### src/rtl/cmp_pkg.sv
// Shared types for the serial magnitude comparator: FSM states, result
// encoding and the encoding-to-one-hot mapping.
package cmp_pkg;

    typedef enum logic [1:0] {
        IDLE  = 2'd0,
        SHIFT = 2'd1,
        DONE  = 2'd2
    } state_e;

    typedef enum logic [1:0] {
        EQ = 2'd0,
        GT = 2'd1,
        LT = 2'd2
    } res_e;

    // Returns {gt, eq, lt}; the unused code maps to "equal" to keep one-hot.
    function automatic logic [2:0] res_onehot(input res_e r);
        case (r)
            GT:      return 3'b100;
            LT:      return 3'b001;
            default: return 3'b010;
        endcase
    endfunction

endpackage

### src/rtl/serial_shift_word.sv
// Clear/enable serial-in shift register that reassembles one operand word,
// MSB-first (shift left) or LSB-first (shift right).
module serial_shift_word #(
    parameter int WIDTH     = 8,
    parameter bit MSB_FIRST = 1'b1
) (
    input  logic             clk,
    input  logic             rst_n,
    input  logic             clr_i,
    input  logic             en_i,
    input  logic             bit_i,
    output logic [WIDTH-1:0] word_o
);

    logic [WIDTH-1:0] word_q;
    logic [WIDTH-1:0] word_d;

    always_comb begin
        word_d = word_q;
        if (MSB_FIRST) begin
            word_d = {word_q[WIDTH-2:0], bit_i};
        end else begin
            word_d = {bit_i, word_q[WIDTH-1:1]};
        end
    end

    always_ff @(posedge clk or negedge rst_n) begin
        if (!rst_n) begin
            word_q <= '0;
        end else if (clr_i) begin
            word_q <= '0;
        end else if (en_i) begin
            word_q <= word_d;
        end
    end

    assign word_o = word_q;

endmodule

### src/rtl/serial_mag_cmp.sv
// Sequential multi-bit unsigned comparator: accumulates WIDTH bit pairs from
// the serial a/b streams and reports greater/equal/less plus both words.
module serial_mag_cmp
    import cmp_pkg::*;
#(
    parameter int WIDTH     = 8,
    parameter bit MSB_FIRST = 1'b1
) (
    input  logic                       clk,
    input  logic                       rst_n,
    input  logic                       start,
    input  logic                       bit_valid,
    input  logic                       a_bit,
    input  logic                       b_bit,
    output logic                       busy,
    output logic                       done,
    output logic                       a_gt,
    output logic                       a_eq,
    output logic                       a_lt,
    output logic [WIDTH-1:0]           a_word,
    output logic [WIDTH-1:0]           b_word,
    output logic [$clog2(WIDTH+1)-1:0] bit_cnt
);

    localparam int CW = $clog2(WIDTH+1);

    state_e        state_q, state_d;
    res_e          dec_q, dec_d;
    res_e          res_q, res_d;
    logic          done_q, done_d;
    logic [CW-1:0] cnt_q, cnt_d;
    logic          clr;
    logic          accept;

    always_comb begin
        state_d = state_q;
        dec_d   = dec_q;
        res_d   = res_q;
        done_d  = 1'b0;
        cnt_d   = cnt_q;
        clr     = 1'b0;
        accept  = 1'b0;
        case (state_q)
            IDLE, DONE: begin
                if (start) begin
                    state_d = SHIFT;
                    clr     = 1'b1;
                    cnt_d   = '0;
                    dec_d   = EQ;
                    res_d   = EQ;
                end
            end
            SHIFT: begin
                if (bit_valid) begin
                    accept = 1'b1;
                    cnt_d  = cnt_q + CW'(1);
                    // MSB-first: first difference is final; LSB-first: last difference wins.
                    if ((a_bit != b_bit) && (!MSB_FIRST || (dec_q == EQ))) begin
                        dec_d = a_bit ? GT : LT;
                    end
                    if (cnt_q == CW'(WIDTH-1)) begin
                        state_d = DONE;
                        res_d   = dec_d;
                        done_d  = 1'b1;
                    end
                end
            end
            default: state_d = IDLE;
        endcase
    end

    always_ff @(posedge clk or negedge rst_n) begin
        if (!rst_n) begin
            state_q <= IDLE;
            dec_q   <= EQ;
            res_q   <= EQ;
            done_q  <= 1'b0;
            cnt_q   <= '0;
        end else begin
            state_q <= state_d;
            dec_q   <= dec_d;
            res_q   <= res_d;
            done_q  <= done_d;
            cnt_q   <= cnt_d;
        end
    end

    serial_shift_word #(
        .WIDTH    (WIDTH),
        .MSB_FIRST(MSB_FIRST)
    ) u_word_a (
        .clk   (clk),
        .rst_n (rst_n),
        .clr_i (clr),
        .en_i  (accept),
        .bit_i (a_bit),
        .word_o(a_word)
    );

    serial_shift_word #(
        .WIDTH    (WIDTH),
        .MSB_FIRST(MSB_FIRST)
    ) u_word_b (
        .clk   (clk),
        .rst_n (rst_n),
        .clr_i (clr),
        .en_i  (accept),
        .bit_i (b_bit),
        .word_o(b_word)
    );

    assign busy               = (state_q == SHIFT);
    assign done               = done_q;
    assign {a_gt, a_eq, a_lt} = res_onehot(res_q);
    assign bit_cnt            = cnt_q;

endmodule
### config.mk
export PLATFORM = sky130hd
export DESIGN_NAME = serial_mag_cmp
export DESIGN_NICKNAME = d
export VERILOG_FILES = /design/src/rtl/cmp_pkg.sv /design/src/rtl/serial_shift_word.sv /design/src/rtl/serial_mag_cmp.sv
export SDC_FILE = /design/constraint.sdc
export NUM_CORES = 1
export LEC_CHECK = 0
export CAP_MARGIN = 40
export CORE_AREA = 5 5 60 62
export DETAILED_ROUTE_END_ITERATION = 16
export DIE_AREA = 0 0 65 67
export PLACE_DENSITY = 0.74
export SLEW_MARGIN = 0
export SYNTH_ARGS = -nofsm -noshare
export SYNTH_HDL_FRONTEND = slang
export SYNTH_HIERARCHICAL = 1
export SYNTH_SLANG_ARGS = --single-unit
export TNS_END_PERCENT = 100
### constraint.sdc
create_clock -name clk -period 1.1 [get_ports clk]
set_input_delay 0.165 -clock clk [delete_from_list [all_inputs] [get_ports clk]]
set_output_delay 0.165 -clock clk [all_outputs]
set_load 0.005 [all_outputs]
Yosys cells after proc, flatten, opt, wreduce, memory -nomap -nowiden
Cells that the tools add are included.
- flip-flop bits (word level): 27
- input bits: 6
- output and inout bits: 25
- logic and storage cells: 53
- add/sub/neg operators: 1
- equality and inequality tests: 9
- mux-type cells: 27
- reductions and logical operators: 9
- operators by type and width (operator ; count):
    8-bit 2-to-1 mux ; 4
    2-bit 2-to-1 mux ; 9
    2-bit one-hot mux with 2 select lines ; 3
    4-bit 2-to-1 mux ; 2
    4-bit one-hot mux with 2 select lines ; 1
    1-bit 2-to-1 mux ; 7
    3-bit one-hot mux with 2 select lines ; 1
    3-bit AND reduction ; 2
    4-bit by 1-bit adder with 4-bit output (second input constant) ; 1
    2-bit by 1-bit equality test with 1-bit output (second input constant) ; 2
    2-bit equality test (second input constant) ; 2
    4-bit by 3-bit equality test with 1-bit output (second input constant) ; 1
    2-bit zero test ; 2
    2-bit inequality test (second input constant) ; 2
    4-bit AND reduction ; 1
    2-bit nonzero test ; 2
    2-bit by 1-bit inequality test with 1-bit output (second input constant) ; 1
    2-bit OR reduction ; 1
    1-bit logical AND ; 1
    1-bit inequality test ; 1

Logic depth before layout (Yosys ltp)
Gate-level depths: netlist of the first run.
- word-level depth: 6
- mapped depth: 5
- depth with buffers taken out: 4

By module
Netlist of the first run, hierarchy kept.
- modules (own cells, without submodules) (module ; instances ; cells each ; area each (sq um) ; seq. area each (sq um)):
    serial_shift_word ; 2 ; 26 ; 325.3 ; 200.2
    serial_mag_cmp ; 1 ; 52 ; 534.3 ; 275.3

Least setup slack after synthesis of the first run
Ideal clock, no wire load.
- path kind: reg-to-reg
- start point: reg state_q[1]
- end point: reg u_word_a.word_q[0], in the netlist u_word_a/word_o[0]
- setup time: 0.128 ns
- arrival time: 1.069 ns
- data required time: 0.972 ns
- path slack: -0.097 ns
- stages on the path, launching flop included: 6
- path buffers: 2
- clock period less this slack: 1.197 ns
- cells stage by stage: dfrtp_1 > and3b_1 > buf_6 > buf_6 > mux2i_1 > nor2_1
- elaborated cells on any way between the ends: 8
- those cells by class: eq/ne (2); mux (3); reduce/logical (3)
- RTL lines (element ; line ; source):
    start: declaration ; serial_mag_cmp.sv:27 ; state_e state_q, state_d;
    start signal: assignment ; serial_mag_cmp.sv:80 ; state_q <= state_d;
    2-bit by 1-bit equality test with 1-bit output ; serial_mag_cmp.sv:43 ; case (state_q)
    1-bit 2-to-1 mux ; serial_mag_cmp.sv:43 ;
    via accept ; serial_mag_cmp.sv:33 ; logic accept;
    2-bit nonzero test (no line) ; n/a ;
    end signal: assignment ; serial_shift_word.sv:33 ; word_q <= word_d;
    end: declaration ; serial_shift_word.sv:15 ; logic [WIDTH-1:0] word_q;
The timed path passes the listed nets, and every way through them passes these cells.
A chain may end at the register's enable or synchronous reset.

Worst setup path in the final report of the first run
- start point: reg cnt_q[0], in the netlist bit_cnt[0]
- end point: reg res_q[1]
- word-level cells in the longest chain between the ends: 3
- RTL lines (element ; line ; source):
    start: declaration ; serial_mag_cmp.sv:31 ; logic [CW-1:0] cnt_q, cnt_d;
    start signal: assignment ; serial_mag_cmp.sv:84 ; cnt_q <= cnt_d;
    4-bit by 3-bit equality test with 1-bit output ; serial_mag_cmp.sv:61 ; if (cnt_q == CW'(WIDTH-1)) begin
    2-bit by 1-bit inequality test with 1-bit output (no line) ; n/a ;
    4-bit AND reduction (no line) ; n/a ;
    end signal: assignment ; serial_mag_cmp.sv:82 ; res_q <= res_d;
    end: declaration ; serial_mag_cmp.sv:29 ; res_e res_q, res_d;
Every way passes these cells.

==> impl_results.md, run 1 <==
- Result of the run: finished with violations
- Violations in the final reports: setup timing
- DP Cell Count: 175
- Drt drc: 0
- Die width: 65 um
- # Max-Cap Violations: 0
- Final weighted congestion in routability-driven placement: around 0.71
- Total clock buffers created by CTS: 3
- Logic depth of the worst register-to-register path: 5
- Via count of the first global-routing pass: 1100
- Smallest setup slack after layout: -228 ps
- Layout Cell Area excl Fill: between 0.0015 and 0.002 mm^2
- Most instantiated cells after synthesis: sky130_fd_sc_hd__dfrtp_1 (27), sky130_fd_sc_hd__nor2_1 (21), sky130_fd_sc_hd__mux2i_1 (20), sky130_fd_sc_hd__nand2_1 (8), sky130_fd_sc_hd__o21ai_0 (4)
- Cell Area, Placed: 0.00161 mm^2
- Post-DR vias/cell: 4.84
- Synthesized instance count: 104
- Number of violations reported at the end of detailed-routing iteration 0: 34
- Die footprint: 0.00436 mm^2
- Final Hold Violating Endpoints: 0
- Largest stage delay, worst path: 440 ps
- Reg-to-reg slack, setup: -230 ps
- Antenna violations before repair: 0
- Total GRT Usage: 15.0%
- Period utilization: 121%
- Dominant delay contributor by cell family on the critical path: flip-flops
- Pwr Density: around 2700 mW/mm^2
- Post-Layout Cell Count: about 210
- Period minus WS final: 1330 ps
- Start-to-end type of the worst setup path: reg2reg
- Final routed wirelength across all metal layers: around 3100 um
- Number of cell rows: 20
- RSZ-0062 raised after global routing: yes
- Final TNS setup: -4610 ps
- Clock root buffer: sky130_fd_sc_hd__clkbuf_4
- Warnings, synthesis: 6
- CTS tree: yes
- Vertical die dimension: ~67 um
- Sequential area share after synthesis: a little under three fifths
- Fraction of final layout cells with drive strength greater than 1: between 50% and 60%
- Antenna diode instance count: 0
- Crit start category: register
- Pre-Repair DR Iteration Count: 4
- Number of placed I/O pins: 31
- CP max stage cell: sky130_fd_sc_hd__dfrtp_1
- Total number of nets in the final design: 190
- Async S/R FF share, synth: 100%
- Final antenna-violating net count: 0
- Area of the mapped netlist: 0.00118 mm^2
- Max-slew headroom at the worst pin: 77.0%
- Slew at the pin closest to its max-slew limit: 345 ps
- Cell type with the highest aggregate area in the netlist: sky130_fd_sc_hd__dfrtp_1
- R2r endpoint: res_q[1]$_DFFE_PN0P_
- Flip-flop and latch count after synthesis: 27
- Final setup viols: 33
- Cells taking the most area after synthesis: sky130_fd_sc_hd__dfrtp_1 (57%), sky130_fd_sc_hd__mux2i_1 (17%), sky130_fd_sc_hd__nor2_1 (6.7%)
- CTS Hold Bufs: 0
- CP cell instances: buf_6, ha_4, nand4b_1, nor2_4, mux2i_1
- Number of I/O port buffers: 30
- Routed length per placed instance: 14.8 um
- Largest fanout on the critical path: 3
- HP Class: in2async
- Peak clock frequency supported by timing: approximately 750 MHz
- Share of the synthesized area in the top cell type: 57.0%
- Core outline area: 0.00298 mm^2
- Final Max Tran Viols: 0
- Leftover overflow at the end of global routing: 0
- Required time at the worst-slack endpoint: 1370 ps
- Post-Syn Nets: 113
- Static leakage: 1.04 nW
- Worst clock skew: 5.76 ps
- Cell with the most instances after synthesis: sky130_fd_sc_hd__dfrtp_1
- Clock latency reported for the late side of the worst-skew pair: 330 ps
- Buffers plus inverters on the worst setup path: 1
- Critical Path Sink Type: register
- Pin count of the biggest net entering global routing: 28
- Number of flops mapped to enable cells by yosys: 0
- Post-synth cell types: 20
- Post-Synthesis Mean Instance Area: 11.4 um^2
- CTS Buffer Depth: 2
- Sinks on Clock Net: 27
- Effective utilization at floorplan: approximately two fifths
- Commonest register cell after synthesis: sky130_fd_sc_hd__dfrtp_1
- Layout-stage area growth over the synthesis result: 62.0%
- Vias after detailed routing: a little over 1k
- Worst-path clk slew: 150 ps
- Placement Setup Slack: -342 ps
- First-pass GRT wire length: 5000 um
- Hold_ws: 166 ps
- Utilization after layout: 64.5%
- Peak VDD IR: 1.41 mV
- Reg-to-Reg Start: bit_cnt[0]$_DFFE_PN0P_
- Total chip power: 5.10 mW
- CTS H-tree lvls: 1
- HPWL Detailed: between 1500 and 2000 um
- Critical path arrival: 1590 ps
-- routing by layer --
layer  track usage (%)  wire length [um]  up-vias
met5                 0                 0        -
met3              3.54               158        6
met4              3.96                61        0
met1              18.0              1310      502
met2              26.9              1610       30
li1                  -                 -      493
-- final cells by class --
class	count	area, um^2
timing repair buffer	78	642
tap	33	41.3
fill	249	1060
clock buffer	4	26.3
multi-input combinational	68	520
inverter	3	13.8
sequential	27	676
-- cells by family (layout without fill, tap and decap cells) --
| kind of cell | count (synthesis) | in the layout | synth area share [%] |
|---|---|---|---|
| muxes | 20 | 20 | 16.9 |
| and+or+nand+nor | 38 | 38 | 14.9 |
| AOI/OAI and AO/OA | 7 | 7 | 3.17 |
| adders and majority gates | 3 | 3 | 3.17 |
| buffers and inverters | 9 | 85 | 4.86 |
| DFF | 27 | 27 | 57.0 |
-- cells in the final DEF, fill, tap and decap left out, types with 2 or more instances in the layout --
cell                              synthesis  layout
sky130_fd_sc_hd__clkbuf_2                 0      10
sky130_fd_sc_hd__clkbuf_4                 0       3
sky130_fd_sc_hd__buf_6                    3      15
sky130_fd_sc_hd__ha_4                     0       2
sky130_fd_sc_hd__o21ai_2                  0       3
sky130_fd_sc_hd__buf_12                   0       2
sky130_fd_sc_hd__dfrtp_1                 27      27
sky130_fd_sc_hd__clkdlybuf4s50_1          0       5
sky130_fd_sc_hd__nor2_1                  21      21
sky130_fd_sc_hd__buf_4                    0      33
sky130_fd_sc_hd__mux2i_1                 20      20
sky130_fd_sc_hd__inv_1                    3       2
sky130_fd_sc_hd__buf_2                    1      12
sky130_fd_sc_hd__nand2_1                  8       7
-- worst max-delay path by stage --
| stage | startpoint | end | slack (ps) | cells past startpoint |
|---|---|---|---|---|
| 2_1_floorplan | state_q[1]$_DFFE_PN0P_ | u_word_a/word_o[0]$_DFFE_PN0P_ | -90 | 5 |
| 3_3_place_gp | bit_valid | bit_cnt[3]$_DFFE_PN0P_ | -310 | 5 |
| 3_5_place_dp | bit_valid | u_word_b/word_o[1]$_DFFE_PN0P_ | -340 | 5 |
| 4_1_cts | res_q[1]$_DFFE_PN0P_ | a_eq | -220 | 2 |
| 5_1_grt | bit_cnt[0]$_DFFE_PN0P_ | res_q[1]$_DFFE_PN0P_ | -310 | 5 |
| 6_report | bit_cnt[0]$_DFFE_PN0P_ | res_q[1]$_DFFE_PN0P_ | -230 | 5 |
-- where the power goes --
| part | internal (mW) | switching [mW] | leakage, nW |
|---|---|---|---|
| registers | 1.40 | 0.246 | 0.352 |
| logic | 1.78 | 1.23 | 0.675 |
| clock network | 0.142 | 0.302 | 0.0150 |
-- sequential cells by signal (all words and copies together), names as in the netlist --
name             flops
done                 1
state_q              2
dec_q                2
res_q                2
u_word_b/word_o      8
bit_cnt              4
u_word_a/word_o      8
-- worst register-to-register path, stage by stage, from the launching register on --
cell,delay (ps)
sky130_fd_sc_hd__dfrtp_1,440
sky130_fd_sc_hd__buf_6,130
sky130_fd_sc_hd__ha_4,120
sky130_fd_sc_hd__nand4b_1,180
sky130_fd_sc_hd__nor2_4,200
sky130_fd_sc_hd__mux2i_1,210
-- repair_timing --
item / in CTS / in global routing
buffers inserted: 26 / 9
setup endpoints to repair: 51 / 42
cloned: 1 / 1
pin swaps: 7 / 5
resized for setup: 103 / 27
Power figures use the tool's default switching activity.
==> run 2, diff against run 1 <==
Settings changed: CORE_AREA 5 5 60 62 to 4 4 56 58, DIE_AREA 0 0 65 67 to 0 0 60 62, PLACE_DENSITY 0.74 to 0.78.
Clock period 1.1 ns to 1.5 ns, I/O delays scaled along.
==> run 2 against run 1 <==
Net effect:
- the flow now finishes without violations
- sequential cell count did not move
- design area shrank 11%
- global-route usage fell by 1.4 points
- first-iteration DRC count decreased by 59%
- setup slack gained 280 ps
- critical path depth decreased by 4
==> impl_results.md, run 2 (synthesis gave the netlist of run 1 again) <==
- Placement Setup Slack: 1.77 ps (+344 ps)
- Effective utilization at floorplan: 44.5% (+4.7 points)
- Antenna violations before repair: 0 (unchanged)
- Vias after detailed routing: 893 (-13%)
- RSZ-0062 raised after global routing: no
- Period minus WS final: 1450 ps
- Filler instances: 233 (-6.4%)
- Critical path arrival: 1220 ps (-370 ps)
- Pin count of the biggest net entering global routing: 28 (unchanged)
- CTS Buffer Depth: 2 (unchanged)
- Final Max Tran Viols: 0 (unchanged)
- Sinks on Clock Net: 27 (unchanged)
- Fraction of final layout cells with drive strength greater than 1: 20.6% (-29 points)
- Commonest non-fill, non-tap cell in the layout: sky130_fd_sc_hd__dfrtp_1
- Number of cell rows: 19 (-5.0%)
- Combined area of the multi-input logic cells: 454 um^2 (-13%)
- Antenna diode instance count: 0 (unchanged)
- Dominant delay contributor by cell family on the critical path: buffers and inverters
- Die width: 60 um (-7.7%)
- CTS tree: yes
- Start-to-end type of the worst setup path: reg2out
- First-pass GRT wire length: 3730 um (-25%)
- Critical Path Sink Type: output port
- Period utilization: a little over nine tenths
- Final TNS setup: 0 ps (+4610 ps)
- Area of all sequential standard cells: 676 um^2 (unchanged)
- Die footprint: 0.00372 mm^2 (-15%)
- HPWL Detailed: 1550 um (-12%)
- Pwr Density: 1860 mW/mm^2 (-30%)
- Number of violations reported at the end of detailed-routing iteration 0: 14 (-59%)
- Pre-Repair DR Iteration Count: 4 (unchanged)
- Worst-path clk slew: 140 ps (about the same)
- Worst clock skew: 2.70 ps (-3.06 ps)
- Vertical die dimension: 62 um (-7.5%)
- Smallest setup slack after layout: 51.4 ps (+280 ps)
- Final routed wirelength across all metal layers: 2440 um (-22%)
- CTS Hold Bufs: 0 (unchanged)
- Final Hold Violating Endpoints: 0 (unchanged)
- Crit start category: register
- CTS H-tree lvls: 1 (unchanged)
- # Max-Cap Violations: 0 (unchanged)
- Slew at the pin closest to its max-slew limit: 339 ps (-6.03 ps)
- Total GRT Usage: 13.6% (-1.4 points)
- Leftover overflow at the end of global routing: 0 (unchanged)
- Peak VDD IR: 1.23 mV (-12%)
- Static leakage: 0.966 nW (-7.3%)
- Drt drc: 0 (unchanged)
- CP max stage cell: sky130_fd_sc_hd__clkdlybuf4s50_1
- Final setup viols: 0 (-100%)
- Number of placed I/O pins: 31 (unchanged)
- Largest stage delay, worst path: 520 ps (+80 ps)
- Post-DR vias/cell: 4.80 (-0.81%)
- Peak clock frequency supported by timing: around 690 MHz
- Number of I/O port buffers: 30 (unchanged)
- Via count of the first global-routing pass: 836 (-24%)
- Max-slew headroom at the worst pin: 77.4% (+0.45 points)
- Layout-stage area growth over the synthesis result: 43.5%
- Final weighted congestion in routability-driven placement: 0.709 (about the same)
- Routed length per placed instance: 13.1 um (-11%)
- Leading cell types in the layout, fill and taps excluded: sky130_fd_sc_hd__dfrtp_1 (27), sky130_fd_sc_hd__buf_4 (22), sky130_fd_sc_hd__nor2_1 (21)
- Hold_ws: 249 ps (+82.8 ps)
- Total number of nets in the final design: 165 (-13%)
- Final antenna-violating net count: 0 (unchanged)
- Required time at the worst-slack endpoint: 1270 ps (-100 ps)
- Clock root buffer: sky130_fd_sc_hd__clkbuf_4
- Total clock buffers created by CTS: 3 (unchanged)
- Core outline area: 0.00266 mm^2 (-11%)
- HP Class: in2async
- Result of the run: finished clean
- CP cell instances: clkdlybuf4s50_1
- Largest fanout on the critical path: 2 (-1)
- Buffers plus inverters on the worst setup path: 1 (unchanged)
- Clock latency reported for the late side of the worst-skew pair: 320 ps (about the same)
-- run 2: cell count changes in the layout (fill, tap and decap cells not counted), moves of 2 or more --
cell	change
sky130_fd_sc_hd__buf_6	-15
sky130_fd_sc_hd__clkdlybuf4s50_1	+13
sky130_fd_sc_hd__buf_2	-12
sky130_fd_sc_hd__buf_4	-11
sky130_fd_sc_hd__clkbuf_2	-8
sky130_fd_sc_hd__dlymetal6s2s_1	+8
sky130_fd_sc_hd__o21ai_0	+4
sky130_fd_sc_hd__o21ai_2	-3
sky130_fd_sc_hd__dlygate4sd2_1	+2
sky130_fd_sc_hd__ha_1	+2
sky130_fd_sc_hd__ha_4	-2
-- run 2: what timing repair did --
| item | 4_1_cts | 5_1_grt |
|---|---|---|
| endpoints found under the setup margin | 7 | 17 |
| setup buffers | 7 | 10 |
| gates resized for setup | 7 | 10 |
-- run 2: report_power, final --
group          switching [mW]  leakage [nW]  internal, mW
logic                   0.662         0.596         0.984
registers               0.178         0.352          1.02
clock network           0.209        0.0177        0.0998
total                    1.05         0.966          2.11
-- run 2: per-layer routing --
metal  global-route usage, %  wire (um)  share of wire, %
met1                    18.2       1120                46
met2                    21.3       1180                48
met3                    2.27        110               4.5
met4                    7.28         31               1.3
met5                       0          0                 0
-- run 2: path summary, 6_finish.rpt --
kind                                         from  slack [ps]  depth (start not counted)                             end
min in group clk             dec_q[0]$_DFFE_PN0P_         540                          2            dec_q[0]$_DFFE_PN0P_
setup / recovery           bit_cnt[1]$_DFFE_PN0P_          50                          1                      bit_cnt[1]
hold / removal                              rst_n         250                          2          state_q[1]$_DFFE_PN0P_
setup reg to reg           state_q[1]$_DFFE_PN0P_          90                          5  u_word_a/word_o[0]$_DFFE_PN0P_
max in group asynchronous                   rst_n        1000                          2  u_word_b/word_o[4]$_DFFE_PN0P_
hold reg to reg              dec_q[0]$_DFFE_PN0P_         540                          2            dec_q[0]$_DFFE_PN0P_
-- run 2: layout make-up --
class	count	area share, %
clock inverter	1	0.294
multi-input combinational	68	26.7
inverter	3	0.662
tap	31	2.28
sequential	27	39.7
timing repair buffer	53	29.0
clock buffer	3	1.32
-- run 2: metrics by stage --
stage / area [um^2] / total power [mW] / utilization (%) / std cells
6_report: 1700 / 3.16 / 63.9 / 186
5_1_grt: 1700 / 3.42 / 63.9 / 186
4_1_cts: 1620 / 3.06 / 60.7 / 176
3_5_place_dp: 1540 / 2.66 / 57.7 / 165
3_3_place_gp: 1540 / 2.61 / 57.7 / 165
2_1_floorplan: 1180 / 1.90 / - / 104
==> run 3, diff against run 2 <==
Settings changed: CORE_AREA 4 4 56 58 to 2 2 54 56, DIE_AREA 0 0 60 62 to 0 0 56 58.
==> run 3 against run 2 <==
Net effect:
- total power fell by 3.8%
- sequential cell count did not move
- sequential share of layout area rose by 1.3 points
- clock power barely moved
- core utilization fell by 2.0 points
- die area fell by 13%
- via count fell by 0.34%
- count of clock-buffer cells in the layout rose by 1
- hold slack improved by 6.5 ps
- largest power group unchanged
- global-route usage rose by 0.45 points
- clock skew rose by 10 ps
- setup slack got worse by 14 ps
==> impl_results.md, run 3 (synthesis gave the netlist of run 1 again) <==
- Number of I/O port buffers: 30 (unchanged)
- Via count of the first global-routing pass: 843 (+0.84%)
- Number of placed I/O pins: 31 (unchanged)
- Antenna violations before repair: 0 (unchanged)
- Combined area of the multi-input logic cells: 452 um^2 (-0.55%)
- Commonest non-fill, non-tap cell in the layout: sky130_fd_sc_hd__dfrtp_1
- HPWL Detailed: 1510 um (-2.7%)
- Number of cell rows: 19 (unchanged)
- Start-to-end type of the worst setup path: reg2out
- R2r endpoint: u_word_a/word_o[5]$_DFFE_PN0P_
- Final setup viols: 0 (unchanged)
- CTS H-tree lvls: 1 (unchanged)
- Final weighted congestion in routability-driven placement: 0.756 (+6.6%)
- Hold_ws: 255 ps (+6.50 ps)
- Vertical die dimension: 58 um (-6.5%)
- Required time at the worst-slack endpoint: 1270 ps (about the same)
- Leftover overflow at the end of global routing: 0 (unchanged)
- Die width: 56 um (-6.7%)
- Peak VDD IR: 1.16 mV (-5.5%)
- Reg-to-Reg Start: state_q[1]$_DFFE_PN0P_
- Result of the run: finished clean
- Final routed wirelength across all metal layers: 2200 um (-10%)
- CP cell instances: clkdlybuf4s50_1
- Total clock buffers created by CTS: 3 (unchanged)
- CTS tree: yes
- Sinks on Clock Net: 27 (unchanged)
- Largest stage delay, worst path: 510 ps (about the same)
- Static leakage: 0.866 nW (-10%)
- Layout-stage area growth over the synthesis result: 39.0%
- Worst clock skew: 12.7 ps (+10.0 ps)
- Number of violations reported at the end of detailed-routing iteration 0: 29 (+15)
- Area of all sequential standard cells: 676 um^2 (unchanged)
- Fraction of final layout cells with drive strength greater than 1: 15.4% (-5.2 points)
- Period utilization: 97.5% (+0.92 points)
- Total GRT Usage: 14.1% (+0.45 points)
- Filler instances: 223 (-4.3%)
- Final Max Tran Viols: 0 (unchanged)
- Pin count of the biggest net entering global routing: 28 (unchanged)
- CTS Hold Bufs: 0 (unchanged)
- Layout Cell Area excl Fill: 0.00165 mm^2 (-3.2%)
- Leading cell types in the layout, fill and taps excluded: sky130_fd_sc_hd__dfrtp_1 (27), sky130_fd_sc_hd__clkdlybuf4s50_1 (22), sky130_fd_sc_hd__nor2_1 (21)
- Pre-Repair DR Iteration Count: 4 (unchanged)
- Core outline area: 0.00266 mm^2 (unchanged)
- CTS Buffer Depth: 2 (unchanged)
- Reg-to-reg slack, setup: 110 ps (+20 ps)
- Critical path arrival: 1240 ps (+20 ps)
- Largest fanout on the critical path: 3 (+1)
- Worst-path clk slew: 150 ps (about the same)
- Dominant delay contributor by cell family on the critical path: buffers and inverters
- Utilization after layout: 61.8% (-2.0 points)
- CP max stage cell: sky130_fd_sc_hd__clkdlybuf4s50_1
- Effective utilization at floorplan: 44.5% (unchanged)
- HP Class: in2async
- First-pass GRT wire length: 3640 um (-2.2%)
- Peak clock frequency supported by timing: 684 MHz (-0.94%)
- Critical Path Sink Type: output port
- Cell Area, Placed: 0.00154 mm^2 (+0.49%)
- Total number of nets in the final design: 159 (-3.6%)
- Die footprint: 0.00325 mm^2 (-13%)
- # Max-Cap Violations: 0 (unchanged)
- Antenna diode instance count: 0 (unchanged)
- Drt drc: 0 (unchanged)
- Vias after detailed routing: 890 (-0.34%)
- Buffers plus inverters on the worst setup path: 1 (unchanged)
- Pwr Density: 1840 mW/mm^2 (-0.67%)
- Logic depth of the worst register-to-register path: 5 (unchanged)
- Slew at the pin closest to its max-slew limit: 338 ps (-0.462 ps)
- Final Hold Violating Endpoints: 0 (unchanged)
- Period minus WS final: 1460 ps (+13.8 ps)
- Post-DR vias/cell: 4.94 (+3.0%)
- Crit start category: register
- Routed length per placed instance: 12.2 um (-7.0%)
- Clock latency reported for the late side of the worst-skew pair: 310 ps (about the same)
- Max-slew headroom at the worst pin: 77.4% (about the same)
- Final antenna-violating net count: 0 (unchanged)
- Clock root buffer: sky130_fd_sc_hd__clkbuf_4
[run 3: power breakdown]
| part | leakage [nW] | switching, mW | internal [mW] | total [mW] |
|---|---|---|---|---|
| combinational | 0.499 | 0.597 | 0.909 | 1.51 |
| clock | 0.0150 | 0.201 | 0.104 | 0.305 |
| sequential | 0.352 | 0.200 | 1.03 | 1.23 |
| total | 0.866 | 0.998 | 2.04 | 3.04 |
[run 3: worst reg2reg max path: cells and delay by family (launching register included)]
kind	cells	cell delay [ps]
flip-flops	1	420
buffers and inverters	2	330
AND/OR/NAND/NOR	2	310
multiplexers	1	230
[run 3: final cells by class]
cell class,instances,share of cell area (%)
Sequential cell,27,41.0
Multi-Input combinational cell,68,27.4
Timing Repair Buffer,47,26.9
Tap cell,31,2.36
Clock buffer,4,1.60
Inverter,3,0.684
[run 3: worst max path at each step]
stage,start,end,cells after the start
after floorplan,state_q[1]$_DFFE_PN0P_,u_word_a/word_o[0]$_DFFE_PN0P_,5
after global placement,bit_valid,u_word_b/word_o[0]$_DFFE_PN0P_,5
after detailed placement,bit_valid,u_word_a/word_o[5]$_DFFE_PN0P_,5
after CTS,res_q[1]$_DFFE_PN0P_,a_eq,2
after global routing,u_word_b/word_o[3]$_DFFE_PN0P_,b_word[3],1
final,u_word_b/word_o[4]$_DFFE_PN0P_,b_word[4],1
[run 3: stage by stage]
step	power, mW	setup TNS, ps	std cells	setup slack [ps]
floorplan	1.90	0	104	303
global placement	2.61	0	166	29.2
detailed placement	2.66	-17.0	166	-14.1
CTS	3.01	0	175	2.99
global route	3.27	-0.572	180	-0.572
finish	3.04	0	180	37.7
[run 3: what timing repair did]
item,in CTS,in global routing
setup endpoints to repair,6,9
buffers inserted,5,5
gates resized for setup,5,6
[run 3: routing by layer]
| layer | wire, um | global-route usage (%) |
|---|---|---|
| met5 | 0 | 0 |
| met4 | 16 | 4.76 |
| met3 | 93 | 2.46 |
| met2 | 1060 | 23.5 |
| met1 | 1030 | 18.7 |
==> RTL change 1, RTL diff (settings of run 2) <==
Make the reset (`rst_n`) synchronous in 2 clocked blocks.
--- a/src/rtl/serial_shift_word.sv
+++ b/src/rtl/serial_shift_word.sv
@@ -25,5 +25,5 @@
     end
 
-    always_ff @(posedge clk or negedge rst_n) begin
+    always_ff @(posedge clk) begin
         if (!rst_n) begin
             word_q <= '0;
--- a/src/rtl/serial_mag_cmp.sv
+++ b/src/rtl/serial_mag_cmp.sv
@@ -70,5 +70,5 @@
     end
 
-    always_ff @(posedge clk or negedge rst_n) begin
+    always_ff @(posedge clk) begin
         if (!rst_n) begin
             state_q <= IDLE;
Behaviour: differs if rst_n is asserted again (counterexample within 4 cycles, from zero or initial values and one cycle with rst_n low); with rst_n held inactive, the same outputs for 10 cycles.
==> RTL change 1 against run 2 <==
First-iteration DRC count down 21%; setup slack better by 0.0013 ns; global-route usage down 0.73 points; clock skew up 0.0059 ns; hold slack better by 0.28 ns; wire length down 13%; area after synthesis down 7.1%; core utilization down 8.5 points; sequential cell count unchanged; non-clock buffer count down 19; cell area down 13%; critical path type unchanged; highest routed layer unchanged.
Power is not compared: it rests on default switching activity, and its combinational part moved more than twofold at a synthesized area within 25%.
==> RTL change 1: results (changes against run 2) <==
Status
  – Status: finished, final reports clean

Placed design
  – Area after DPL: 0.00142 sq mm (-7.3%)
  – DP Cell Count: 167 (+1.2%)
  – Post-DP HPWL: 1.62 mm (+4.5%)
  – I/O Buffers: 30 (unchanged)
  – Routability congestion estimate: 0.813 (+15%)

Hold path
  – HP Class: flip-flop to flip-flop
  – Hold path startpoint: dec_q[0]$_SDFFE_PN0P_
  – Hold Path End: dec_q[0]$_SDFFE_PN0P_
  – Hold path depth: 2

Timing
  – Worst-margin pin slew: 0.319 ns (-0.0201 ns)
  – Clock Skews: 0.00858 ns (+0.00588 ns)

Synth
  – Post-synth top cells: dfxtp_1, nor2_1, mux2i_1, inv_1
  – Mean post-synth cell area: 10.1 sq um (-11%)
  – Ys async rst share: 0 (-1.00)
  – Ranking of synthesized cells by area: dfxtp_1, mux2i_1, nor2_1
  – Synth unique cells: 28 (+40%)
  – Warnings, synthesis: 6 (unchanged)
  – Syn Nets: 118 (+4.4%)
  – Sequential share of the synthesized area: 0.491 (-0.0793)

Routing
  – Post-Route WL: 2.13 mm (-13%)
  – First-pass iteration count of the detailed router: 4 (unchanged)
  – DR WL/cell: 12.3 um (-6.3%)
  – DRT iter0 DRCs: 11 (-3)
  – Via count: 846 (-5.3%)

Setup path
  – R2R Path Start: state_q[1]$_SDFFE_PN0P_
  – CP max stage delay: 0.51 ns
  – Crit-path max FO: 3 (+1)
  – Worst Path Arrival: 1.22 ns (about the same)
  – Reg2Reg Setup Slack: 0.12 ns (+0.03 ns)
  – Slowest CP cell: clkdlybuf4s50_1
  – CP top delay family: buffers and inverters
  – RR Endpoint: u_word_a/word_o[6]$_SDFFE_PP0P_
  – Cell depth of the worst flop-to-flop path: 5 (unchanged)

CTS
  – Clock-pin slew on the worst setup and hold paths: 0.14 ns (about the same)
  – H-tree Lvls: 1 (unchanged)
  – CTS Buf Count: 3 (unchanged)
  – Longest Clk Path Bufs: 2 (unchanged)
  – Worst-Skew Late Latency: 0.32 ns (about the same)
  – Clock root buffer: clkbuf_4

Global routing
  – Pin count of the biggest net entering global routing: 24 (-14%)
  – Initial antenna violation count: 0 (unchanged)
  – Vias in the first global route: 823 (-1.6%)
  – Total track usage: 0.129 (-0.00728)
  – First-pass GRT wire length: 3.63 mm (-2.6%)

Power and ir drop
  – Worst vdd ir: 0.000654 V
  – LEAKAGE: 0.559 nW

Cells and area
  – # fillers: 269 (+15%)
  – Diodes inserted: 0 (unchanged)
  – Share of cells above drive strength 1: 0.148 (-0.0586)
  – Layout Nets: 152 (-7.9%)
RTL change 1: cell count changes after synthesis, moves of 2 or more:
cell      change
dfxtp_1      +27
nand2_1       -5
nor2_1        +2
dfrtp_1      -27
and3_1        +2
buf_1         -2
mux2i_1       -4
o21ai_0       -4
nand3b_1      +2
clkbuf_2      +2
RTL change 1: how the worst max path moves through the flow:
stage,start,end,slack (ns),depth (start not counted)
finish,u_word_b/word_o[0]$_SDFFE_PP0P_,b_word[0],0.05,1
global route,bit_cnt[3]$_SDFFE_PN0P_,bit_cnt[3],0.0007,1
CTS,bit_cnt[1]$_SDFFE_PN0P_,bit_cnt[1],0.005,1
detailed placement,start,u_word_a/word_o[6]$_SDFFE_PP0P_,-0.12,5
global placement,start,u_word_a/word_o[0]$_SDFFE_PP0P_,-0.08,5
floorplan,bit_cnt[0]$_SDFFE_PN0P_,res_q[0]$_SDFFE_PN0P_,0.30,4
RTL change 1: cells by family (layout without fill, tap and decap cells):
logic type / count (synthesis) / after routing / synth area share
adder cells (fa/ha/maj): 3 / 3 / 0.0341
flip-flops: 27 / 27 / 0.491
AO/OA/AOI/OAI: 9 / 9 / 0.0568
buffers and inverters: 9 / 42 / 0.0534
multiplexers: 16 / 16 / 0.145
XOR/XNOR: 2 / 2 / 0.0159
AND/OR/NAND/NOR: 43 / 43 / 0.203
RTL change 1: per-layer routing:
metal  wire [um]  vias up  track usage
met5           0        -            0
met3         122        4       0.0310
met1         967      377        0.154
met2        1020       23        0.225
li1            -      442            -
met4          21        0       0.0475
RTL change 1: per-stage QoR:
step | setup slack (ns) | hold slack (ns)
6_report | 0.0527 | 0.525
3_5_place_dp | -0.119 | 0.502
5_1_grt | 0.000652 | 0.562
2_1_floorplan | 0.305 | 0.343
3_3_place_gp | -0.0820 | 0.471
4_1_cts | 0.00485 | 0.526
RTL change 1: timing repair:
item | 4_1_cts | 5_1_grt
resized for setup | 10 | 8
buffers inserted | 2 | 0
endpoints found under the setup margin | 6 | 6
pin swaps | 0 | 0
RTL change 1: report_power, final:
part | switching [mW] | total [mW] | internal (mW)
Sequential | 0.00698 | 0.729 | 0.722
Clock | 0.200 | 0.300 | 0.0998
Combinational | 0.0490 | 0.0994 | 0.0505
RTL change 1: layout make-up:
cell class / count / area [sq um] / area share
Clock buffer: 3 / 22.5 / 0.0153
Clock inverter: 1 / 5.00 / 0.00339
Inverter: 4 / 15.0 / 0.0102
Multi-Input combinational cell: 73 / 502 / 0.340
Sequential cell: 27 / 554 / 0.376
Tap cell: 31 / 38.8 / 0.0263
Timing Repair Buffer: 34 / 338 / 0.229
==> RTL change 2, RTL diff (config.mk and constraints of run 2) <==
Made on the original files. `WIDTH` is set to 8 in 2 places; all go to 4.
--- a/src/rtl/serial_shift_word.sv
+++ b/src/rtl/serial_shift_word.sv
@@ -2,5 +2,5 @@
 // MSB-first (shift left) or LSB-first (shift right).
 module serial_shift_word #(
-    parameter int WIDTH     = 8,
+    parameter int WIDTH     = 4,
     parameter bit MSB_FIRST = 1'b1
 ) (
--- a/src/rtl/serial_mag_cmp.sv
+++ b/src/rtl/serial_mag_cmp.sv
@@ -4,5 +4,5 @@
     import cmp_pkg::*;
 #(
-    parameter int WIDTH     = 8,
+    parameter int WIDTH     = 4,
     parameter bit MSB_FIRST = 1'b1
 ) (
Interface: changed (resized a_word, b_word and bit_cnt); port bits go from 31 to 22. No check against the original RTL was run, so the function may have changed too.
==> RTL change 2 against run 2 <==
Critical path depth did not move; cell area fell by 32%; register-to-register slack improved by 0.09 ns; non-clock buffer count fell by 23; final cell count fell by 26%; wire length fell by 32%; fmax rose by 0.79%; combinational power fell by 36%; sequential power fell by 29%; area after synthesis fell by 29%; total power fell by 30%; setup slack improved by 0.011 ns; sequential cell count fell by 9; largest power group unchanged; highest routed layer unchanged.
==> RTL change 2: results (changes against run 2) <==
Setup path
  – RR Endpoint: u_word_b/word_o[1]$_DFFE_PN0P_
  – Cell depth of the worst flop-to-flop path: 6 (+1)
  – Reg2Reg Setup Slack: 0.18 ns (+0.09 ns)
  – Crit-path max FO: 3 (+1)

Global routing
  – Total track usage: 0.107 (-0.0291)
  – Vias in the first global route: 682 (-18%)
  – First-pass GRT wire length: 2.98 mm (-20%)
  – Pin count of the biggest net entering global routing: 19 (-32%)

Routing
  – DRT iter0 DRCs: 5 (-9)
  – DR WL/cell: 12.2 um (-7.1%)
  – Via count: 633 (-29%)

Synth
  – Ranking of synthesized cells by area: dfrtp_1, mux2i_1, ha_1
  – Synth unique cells: 19 (-5.0%)
  – Post-synth top cells: dfrtp_1, nor2_1, mux2i_1, inv_1
  – Sequential share of the synthesized area: 0.539 (-0.0313)
  – Syn Nets: 86 (-24%)

Power and ir drop
  – Worst vdd ir: 0.000787 V (-36%)

Cells and area
  – # fillers: 262 (+12%)
  – Share of cells above drive strength 1: 0.208 (+0.00110)
  – Layout Nets: 117 (-29%)

CTS
  – Clock-pin slew on the worst setup and hold paths: 0.10 ns (-0.04 ns)
  – Worst-Skew Late Latency: 0.30 ns (-0.02 ns)

Status
  – Status: finished, final reports clean

Timing
  – Clock Skews: 0.00253 ns (-0.000169 ns)

Placed design
  – Setup WS pre-CTS: 0.0454 ns (+0.0437 ns)
  – Post-DP HPWL: 1.24 mm (-20%)
## RTL change 2: cell types whose count changed after synthesis, moves of 5 or more
| cell | run 2 | this run |
|---|---|---|
| mux2i_1 | 20 | 8 |
| nor2_1 | 21 | 10 |
| dfrtp_1 | 27 | 18 |
| nand2_1 | 8 | 3 |
| o21ai_1 | 0 | 5 |
## RTL change 2: metrics by stage
step / std cells / utilization / cell area [sq um] / hold WS (ns) / total power, mW
after floorplan: 76 / - / 836 / -0.0706 / 1.35
final: 137 / 0.434 / 1160 / 0.240 / 2.21
after global routing: 137 / 0.434 / 1160 / 0.266 / 2.42
after global placement: 129 / 0.414 / 1100 / 0.503 / 1.88
after detailed placement: 129 / 0.414 / 1100 / 0.516 / 1.92
after CTS: 137 / 0.438 / 1170 / 0.240 / 2.25
## RTL change 2: report_power, final
| part | switching, mW | internal (mW) |
|---|---|---|
| Combinational | 0.431 | 0.616 |
| Clock | 0.154 | 0.148 |
| Sequential | 0.161 | 0.694 |
| Total | 0.747 | 1.46 |
## RTL change 2: repair_timing
item / in CTS / in global routing
gates resized for setup: 6 / 3
endpoints found under the setup margin: 4 / 7
pin swaps: 0 / 1
buffers inserted: 4 / 1
## RTL change 2: cell families after synthesis
kind of cell / count (synthesis) / synth area share
and+or+nand+nor: 26 / 0.168
DFF: 18 / 0.539
buffers and inverters: 11 / 0.0704
AOI/OAI and AO/OA: 9 / 0.0674
muxes: 8 / 0.0958
adders and majority gates: 4 / 0.0599
## RTL change 2: worst max-delay path by stage
stage	start	end	slack [ns]
final	bit_cnt[1]$_DFFE_PN0P_	bit_cnt[1]	0.06
after global routing	bit_cnt[0]$_DFFE_PN0P_	bit_cnt[0]	0.0004
after CTS	bit_cnt[0]$_DFFE_PN0P_	bit_cnt[0]	0.02
after detailed placement	bit_valid	u_word_b/word_o[1]$_DFFE_PN0P_	0.05
after global placement	bit_valid	u_word_b/word_o[0]$_DFFE_PN0P_	0.07
after floorplan	state_q[1]$_DFFE_PN0P_	u_word_a/word_o[0]$_DFFE_PN0P_	0.24
## RTL change 2: layout make-up
type	instances	area, sq um	share of cell area
sequential	18	450	0.390
multi-input combinational	47	327	0.282
timing repair buffer	30	278	0.240
tap	31	38.8	0.0335
clock buffer	4	36.3	0.0314
inverter	7	26.3	0.0227
## RTL change 2: metal layers
| layer | vias up | wire, um | track usage |
|---|---|---|---|
| met3 | 5 | 95 | 0.0207 |
| li1 | 315 | - | - |
| met4 | 0 | 43 | 0.0665 |
| met5 | - | 0 | 0 |
| met2 | 16 | 805 | 0.177 |
| met1 | 297 | 724 | 0.128 |
